==> src/rtl/bus_fifo_in.sv <==
// ----------------------------------------------------------------------------
// bus_fifo_in
//
// Per-driver input FIFO placed directly upstream of the bus generator/arbiter.
// The agent writes packets with push/D_in. The bus driver sees the oldest
// entry on D_pop, first-word-fall-through, qualified by pndng. It consumes
// that entry with pop.
//
// Parameters
//   width  packet width in bits (matches the bus driver pckg_sz)
//   depth  number of entries; any value >= 2, power of two not required
//
// Ports
//   clk       in   single clock, all state updates on the rising edge
//   reset     in   synchronous, active-high; has priority over push/pop
//   push      in   agent write strobe
//   D_in      in   agent write data, sampled when push = 1
//   pop       in   bus driver read strobe; consumes the current head
//   D_pop     out  head entry; all zeros when empty
//   pndng     out  FIFO holds at least one entry
//   full      out  FIFO holds depth entries
//   count     out  occupancy, 0..depth
//   overflow  out  sticky: a push arrived while full without a same-cycle
//                  pop. Only reset clears it.
//
// Configuration macro
//   FIFO_OVERWRITE_EN  when defined, a push into a full FIFO without a pop
//                      overwrites the oldest entry. When undefined (the
//                      default), that push is dropped. overflow is set in
//                      both cases.
//
// Every output comes from registered state. No input reaches an output
// through combinational logic.
// ----------------------------------------------------------------------------
module bus_fifo_in #(
  parameter int width = 16,
  parameter int depth = 8
) (
  input  logic                     clk,
  input  logic                     reset,
  input  logic                     push,
  input  logic [width-1:0]         D_in,
  input  logic                     pop,
  output logic [width-1:0]         D_pop,
  output logic                     pndng,
  output logic                     full,
  output logic [$clog2(depth):0]   count,
  output logic                     overflow
);

  localparam int PTR_W = (depth > 1) ? $clog2(depth) : 1;
  localparam int CNT_W = $clog2(depth) + 1;

  typedef logic [PTR_W-1:0] ptr_t;
  typedef logic [CNT_W-1:0] cnt_t;

  localparam ptr_t LAST_PTR  = ptr_t'(depth - 1);
  localparam cnt_t DEPTH_CNT = cnt_t'(depth);

  // Depth need not be a power of two. The wrap from the last slot back to
  // slot 0 is therefore an explicit compare, not natural binary rollover.
  function automatic ptr_t ptr_inc(input ptr_t p);
    return (p == LAST_PTR) ? '0 : p + 1'b1;
  endfunction

  // --------------------------------------------------------------------------
  // State
  // --------------------------------------------------------------------------
  logic [width-1:0] mem_q [depth];
  ptr_t             rd_ptr_q, rd_ptr_d;
  ptr_t             wr_ptr_q, wr_ptr_d;
  cnt_t             count_q,  count_d;
  logic             overflow_q, overflow_d;

  // --------------------------------------------------------------------------
  // Per-edge decode
  // --------------------------------------------------------------------------
  logic is_empty;
  logic is_full;
  logic do_push;     // accepted write that grows or replaces via a real pop
  logic do_pop;      // accepted read
  logic ovf_event;   // push while full with no pop alongside it
  logic overwrite;   // ovf_event that replaces the oldest entry
  logic wr_en;       // any write into the storage array this edge

  assign is_empty = (count_q == '0);
  assign is_full  = (count_q == DEPTH_CNT);

  // A pop on an empty FIFO is ignored. A push and a pop together on an empty
  // FIFO therefore behave as a plain push, with no bypass to D_pop.
  assign do_pop    = pop & ~is_empty;
  // A pop in the same cycle frees the slot, so a push into a full FIFO is
  // accepted when a pop comes with it.
  assign do_push   = push & (~is_full | pop);
  assign ovf_event = push & is_full & ~pop;

`ifdef FIFO_OVERWRITE_EN
  // Here wr_ptr equals rd_ptr. Writing there and advancing both pointers
  // drops the oldest entry and appends the new one. count stays at depth.
  assign overwrite = ovf_event;
`else
  assign overwrite = 1'b0;
`endif

  assign wr_en = do_push | overwrite;

  // --------------------------------------------------------------------------
  // Next-state logic
  // --------------------------------------------------------------------------
  // NOTE: combinational blocks assign a default to every output first, so no
  // path can leave a signal unassigned and infer a latch.
  always_comb begin
    wr_ptr_d   = wr_ptr_q;
    rd_ptr_d   = rd_ptr_q;
    count_d    = count_q;
    overflow_d = overflow_q | ovf_event;

    if (wr_en) begin
      wr_ptr_d = ptr_inc(wr_ptr_q);
    end
    if (do_pop || overwrite) begin
      rd_ptr_d = ptr_inc(rd_ptr_q);
    end

    // An overwrite is neither do_push nor do_pop, so it leaves count as is.
    unique case ({do_push, do_pop})
      2'b10:   count_d = count_q + 1'b1;
      2'b01:   count_d = count_q - 1'b1;
      default: count_d = count_q;
    endcase
  end

  // --------------------------------------------------------------------------
  // Control registers
  // --------------------------------------------------------------------------
  // NOTE: sequential state uses non-blocking assignments only. Every register
  // then samples its pre-edge value, and evaluation order cannot matter.
  always_ff @(posedge clk) begin
    if (reset) begin
      rd_ptr_q   <= '0;
      wr_ptr_q   <= '0;
      count_q    <= '0;
      overflow_q <= 1'b0;
    end else begin
      rd_ptr_q   <= rd_ptr_d;
      wr_ptr_q   <= wr_ptr_d;
      count_q    <= count_d;
      overflow_q <= overflow_d;
    end
  end

  // --------------------------------------------------------------------------
  // Storage array
  // --------------------------------------------------------------------------
  // NOTE: the data array is deliberately not reset. Stale contents are never
  // observable: D_pop is forced to zero while count is zero, and every slot
  // is written before it becomes the head again. Skipping the reset lets the
  // array map onto plain storage.
  always_ff @(posedge clk) begin
    if (!reset && wr_en) begin
      mem_q[wr_ptr_q] <= D_in;
    end
  end

  // --------------------------------------------------------------------------
  // Outputs (registered state only)
  // --------------------------------------------------------------------------
  assign D_pop    = is_empty ? '0 : mem_q[rd_ptr_q];
  assign pndng    = ~is_empty;
  assign full     = is_full;
  assign count    = count_q;
  assign overflow = overflow_q;

endmodule

==> config.mk <==
export PLATFORM = sky130hd
export DESIGN_NAME = bus_fifo_in
export DESIGN_NICKNAME = d
export VERILOG_FILES = /design/src/rtl/bus_fifo_in.sv
export SDC_FILE = /design/constraint.sdc
export NUM_CORES = 1
export LEC_CHECK = 0
export BUFFER_PORTS_ARGS = -buffer_cell sky130_fd_sc_hd__buf_4
export CAP_MARGIN = 20
export CORE_MARGIN = 1
export CORE_UTILIZATION = 50
export DETAILED_ROUTE_END_ITERATION = 10
export GPL_TIMING_DRIVEN = 0
export PLACE_DENSITY = 0.72
export SETUP_SLACK_MARGIN = 0.15
export SLEW_MARGIN = 40
export SYNTH_ARGS = -nofsm -noshare
export SYNTH_HDL_FRONTEND = slang
export SYNTH_SLANG_ARGS = --single-unit
==> constraint.sdc <==
create_clock -name clk -period 3.3 [get_ports clk]
set_input_delay 0.66 -clock clk [delete_from_list [all_inputs] [get_ports clk]]
set_output_delay 0.66 -clock clk [all_outputs]
set_load 0.01 [all_outputs]
==> results.yml, run 1 <==
power_and_ir_drop:
  irDropWorstVdd_mv: 0.412
  p_leak_nw: 2.36
  power_density_nw_per_um2: 784
synthesis:
  synthCells: 284
  ys_seq_area_frac: 0.737
  synth_top_cell_by_area: "edfxtp_1"
  synth_seq_cells: 142
  synth_area_leaders: "edfxtp_1 69%, mux4_2 13%, dfxtp_1 5.0%, mux2i_1 3.4%, nor2_1 1.7%"
  syn_area_um2: 5600
  syn_nets: 311
  yosys_warnings: 0
  ys_types: 33
  synth.top_cell.area_share: 0.687
  syn_area_per_cell_um2: 19.7
cells_and_area:
  area_growth_pct: 22.6
  fin_util: 0.630
  nets: 389
  multi_input_area_um2: 1440
  num-fill-cells: 757
  layout-drive-gt1-share: 0.380
  finalInstanceArea_um2: 6860
  antenna_cells: 0
  register_area_um2: 4120
critical_path:
  cp_num_buf_inv: 2
  path_depth: 5
  slowest_stage: "clkbuf_1"
  rr_endpoint: "count[3]"
  cp.required_ps: 2640
  r2r_start: "count[1]"
  slowest_delay_ps: 580
  critPathArrivalTime_ps: 2340
  cp_max_fo: 10
  reg2reg_depth: 9
  r2r_slack_ps: 430
  cp-end-kind: "output pin"
  startpoint_type: "flip-flop"
  cp_top_family: "buffers and inverters"
  path_class: "reg2out"
  path_cells: "clkbuf_1 -> mux4_2 -> mux2i_1 -> nor2_1 -> buf_4"
route:
  drcViolationCount: 0
  vias: 2876
  antenna_left: 0
  first_pass_iters: 4
  drt-initial-drc-count: 178
  via_per_inst: 5.60
  finalWirelength_um: 9890
  wl_per_cell_um: 19.2
grt:
  grtUsageTotal: 0.192
  grt_pass1_wl_um: 15500
  grt_overflow: 0
  antenna_found_initial: 0
  grt_max_degree: 17
  grt_pass1_vias: 2940
cts:
  clk_latency_ps: 520
  htree_levels: 4
  cts_made_buffers: 17
  cts_tree: "yes"
  cts_buffer_depth: 2
  cts_sinks: 142
  cts-root-buf: "clkbuf_8"
  clk_pin_slew_worst_paths_ps: 60
place:
  dp_hpwl_um: 6560
  place_congestion: 0.701
  dp_slack_ps: 248
  portBuffers: 42
  placed_area_um2: 6220
timing:
  slew_violations: 0
  hold_ws_ps: 370
  fin_crit_ps: 3000
  finalWorstSetupSlack_ps: 296
  tightest_slew_ps: 718
  setup_viol: 0
  relSlewSlack: 0.519
  rsz0062_at_grt: "no"
  min_period_over_period: 0.910
  finClkSkew_ps: 6.41
  finalHoldViolCount: 0
  max_freq_ghz: 0.333
die:
  dieWidth_um: 108
  fp.dieH_um: 108
  io_pins: 43
  num_rows: 38
  core_area_um2: 10900
  die_area_um2: 11600
  initial_core_util: 0.514
job:
  cap_viol_max_count: 0
min_path:
  min_from: "D_in[5]"
  hp-class: "in2reg"
  min_to: "mem_q[6][5]"
  whs_path_depth: 1
status:
  status: "finished clean"
## logic make-up after synthesis
family | share of synthesized area
flip-flops | 0.737
multiplexers | 0.167
XOR/XNOR | 0.00470
adder cells (fa/ha/maj) | 0.0156
buffers and inverters | 0.0136
AO/OA/AOI/OAI | 0.0145
AND/OR/NAND/NOR | 0.0478
## power breakdown
group	switching, mW	total (mW)	leakage, nW	internal [mW]
Clock	0.676	1.97	0.294	1.29
Sequential	0.0629	2.09	1.27	2.03
Combinational	0.641	1.32	0.794	0.679
## area by class of cell
type / count / share of cell area
flip-flops and latches: 142 / 0.601
multi-input cells: 126 / 0.210
clock inverters: 13 / 0.0284
plain buffers: 13 / 0.0122
repair buffers: 59 / 0.0602
well taps: 140 / 0.0255
clock buffers: 18 / 0.0609
inverters: 3 / 0.00164
## cell usage after synthesis
master,count
a21oi_1,7
a41oi_1,1
buf_1,1
buf_2,4
buf_4,1
buf_6,1
clkbuf_1,6
dfxtp_1,14
edfxtp_1,128
ha_1,7
inv_1,3
mux2_2,2
mux2i_1,19
mux4_2,32
nand2_1,6
nand2b_1,2
nand3b_1,1
nand4b_1,1
nor2_1,25
nor2b_1,1
nor3_1,5
nor4_1,2
nor4_4,1
nor4b_1,1
o211ai_1,1
o21ai_0,1
o21ai_4,1
o41ai_1,1
or3_1,3
or3_2,1
or3b_2,1
or4b_4,1
xor2_1,3
## cell usage in the layout (no fill, tap or decap), types with 2 or more instances in the layout
master      synthesis  final
or3_1               3      3
clkbuf_2            0      3
mux2i_1            19     19
nor2_1             25     23
dfxtp_1            14     14
clkbuf_16           0     16
a21oi_1             7      7
clkinv_1            0      3
nand2_1             6      6
xor2_1              3      3
clkinvlp_4          0      2
buf_2               4     13
edfxtp_1          128    128
buf_4               1     49
bufinv_16           0      5
nor4_2              0      2
mux2_2              2      2
inv_1               3      3
nor2_4              0      2
nor3_2              0      4
clkinv_2            0      2
buf_6               1      3
ha_1                7      7
mux4_2             32     32
nand2b_1            2      2
clkbuf_1            6      4
## flip-flops by register name, indices dropped and copies added (netlist names), named ones only
signal    cells
count         4
mem_q       128
overflow      1
rd_ptr_q      3
wr_ptr_q      3
## per-stage QoR
stage	power (mW)	setup TNS (ps)	std cells
finish	5.38	0	514
detailed placement	3.41	0	481
floorplan	2.93	0	284
global route	5.61	0	514
CTS	5.40	0	512
global placement	3.38	-41730	466
## how the worst max path moves through the flow
stage	startpoint	end	slack, ps
floorplan	count[0]	mem_q[2][0]	420
global placement	pop	mem_q[4][8]	-950
detailed placement	count[1]	count[3]	250
CTS	flip-flop	D_pop[2]	190
global route	flip-flop	D_pop[11]	160
finish	flip-flop	D_pop[6]	300
## routing by layer
metal  routed length (um)  track usage
met1                 4250        0.239
met2                 5010        0.313
met3                  488       0.0666
met4                  139       0.0665
met5                    0            0
## worst register-to-register path, delay by kind of cell (launching register included)
family          cells  cell delay, ps
fa+ha+maj           1             290
mux                 1             370
buf+inv             2             320
compound gates      3             520
simple gates        2             950
flops               1             320
## what timing repair did
| item | in CTS | in global routing |
|---|---|---|
| buffers inserted | 0 | 2 |
| resized for setup | 4 | 6 |
| cloned | 0 | 0 |
| hold buffers | 0 | 0 |
| setup endpoints to repair | 16 | 11 |
| pin swaps | 0 | 1 |
No activity file was read; power rests on OpenSTA's default activity.
==> inputs of run 2 (changes only) <==
==> constraint.sdc (replaced) <==
create_clock -name clk -period 3.6 [get_ports clk]
set_input_delay 0.36 -clock clk [delete_from_list [all_inputs] [get_ports clk]]
set_output_delay 0.36 -clock clk [all_outputs]
set_load 0.01 [all_outputs]
==> run 2 against run 1 <==
Highest routed layer unchanged. Hold slack worse by 300 ps. Clock-buffer cell count did not move. Die area did not move. Sequential share of layout area grew 0.30 points. Register-to-register slack gained 130 ps. Largest cell class unchanged. Clock power is 9% lower.
==> results.yml, run 2 (same netlist as run 1, synthesis figures left out) <==
timing:
  rsz0062_at_grt: "no"
  relSlewSlack: 0.497
  slew_violations: 0
  hold_ws_ps: 67.7
  max_freq_ghz: 0.329
  fin_crit_ps: 3040
  setup_viol: 0
  finalHoldViolCount: 0
  tightest_slew_ps: 755
  min_period_over_period: 0.844
  finClkSkew_ps: 8.35
cells_and_area:
  num-fill-cells: 763
  top_register: "mem_q"
  layout-drive-gt1-share: 0.368
  largest_reg_flops: 128
  finalInstanceArea_um2: 6830
  layout_commonest_cell: "edfxtp_1"
  nets: 387
  mostFrequentLayoutCells: "128 x edfxtp_1, 46 x buf_4, 32 x mux4_2, 23 x nor2_1, 19 x mux2i_1"
  area_growth_pct: 22.0
  antenna_cells: 0
critical_path:
  r2r_slack_ps: 560
  reg2reg_depth: 11
  path_class: "reg2reg"
  critPathMostFrequentCell: "inv_1"
  slowest_stage: "nor4_4"
  startpoint_type: "flip-flop"
  r2r_start: "count[1]"
  rr_endpoint: "count[3]"
  critPathArrivalTime_ps: 3450
  slowest_delay_ps: 620
  cp.required_ps: 4010
  critPathLaunch: "count[1]"
  endpoint: "count[3]"
  cp-end-kind: "flip-flop"
  cp_max_fo: 8
  path_cells: "buf_6 -> nor4_4 -> inv_1 -> nand2_1 -> inv_1 -> ha_1 -> clkbuf_1 -> nor4b_1 -> a41oi_1 -> o41ai_1 -> mux2_2"
place:
  portBuffers: 42
  placed_area_um2: 6220
  place_congestion: 0.701
  dp_hpwl_um: 6560
cts:
  cts_setup_buffers: 0
  cts_made_buffers: 17
  holdBufCountCts: 0
  cts_tree: "yes"
  cts-root-buf: "clkbuf_8"
  cts_sinks: 142
  htree_levels: 4
  cts_buffer_depth: 2
  ctsResizeCount: 0
  clk_pin_slew_worst_paths_ps: 60
  clk_latency_ps: 520
grt:
  grt_overflow: 0
  grtUsageTotal: 0.192
  grt_max_degree: 17
  antenna_found_initial: 0
  grt_pass1_vias: 2940
  grt_pass1_wl_um: 15500
power_and_ir_drop:
  irDropWorstVdd_mv: 0.408
  p_leak_nw: 2.34
  power_density_nw_per_um2: 714
route:
  drt-initial-drc-count: 158
  finalWirelength_um: 9860
  vias: 2812
  via_per_inst: 5.49
  antenna_left: 0
  wl_per_cell_um: 19.3
  first_pass_iters: 4
  drcViolationCount: 0
status:
  status: "finished clean"
die:
  die_area_um2: 11600
  core_area_um2: 10900
  num_rows: 38
  fp.dieH_um: 108
  io_pins: 43
  dieWidth_um: 108
  initial_core_util: 0.514
min_path:
  hp-class: "in2reg"
  whs_path_depth: 1
job:
  cap_viol_max_count: 0
## run 2: worst min path at each step
stage	slack [ps]	to	start
2_1_floorplan	450	flip-flop	rd_ptr_q[1]
3_3_place_gp	450	overflow	overflow
3_5_place_dp	470	overflow	overflow
4_1_cts	40	mem_q[6][5]	D_in[5]
5_1_grt	40	mem_q[7][5]	D_in[5]
6_report	70	mem_q[6][5]	D_in[5]
## run 2: area by class of cell
type / count / area, um2 / area share
buffer: 13 / 65.1 / 0.00953
timing repair buffer: 57 / 398 / 0.0583
inverter: 3 / 11.3 / 0.00165
tap: 140 / 175 / 0.0256
sequential: 142 / 4120 / 0.604
multi-input combinational: 126 / 1440 / 0.211
clock buffer: 18 / 418 / 0.0612
clock inverter: 13 / 195 / 0.0286
## run 2: power breakdown
| part | switching [mW] | internal (mW) | leakage [nW] | total, mW |
|---|---|---|---|---|
| clock | 0.619 | 1.18 | 0.294 | 1.80 |
| combinational | 0.582 | 0.575 | 0.773 | 1.16 |
| sequential | 0.0571 | 1.86 | 1.27 | 1.92 |
| total | 1.26 | 3.62 | 2.34 | 4.88 |
## run 2: per-layer routing
layer | up-vias | wire (um) | global-route usage
li1 | 1304 | - | -
met1 | 1425 | 4220 | 0.239
met2 | 69 | 4960 | 0.313
met3 | 14 | 533 | 0.0666
met4 | 0 | 148 | 0.0665
met5 | - | 0 | 0
## run 2: through the flow
stage	setup WS (ps)	total power [mW]	instances	utilization	setup TNS, ps
CTS	521	4.94	512	0.627	0
global route	365	5.08	512	0.627	0
global placement	-578	3.10	466	0.559	-17490
finish	563	4.88	512	0.627	0
floorplan	717	2.68	284	-	0
detailed placement	548	3.13	481	0.571	0
## run 2: worst max-delay path, delay by kind of cell, from the launching register on
kind	cells	cell delay, ps
adders and majority gates	1	270
and+or+nand+nor	3	1190
muxes	1	370
DFF	1	320
buffers and inverters	4	580
AOI/OAI and AO/OA	2	190
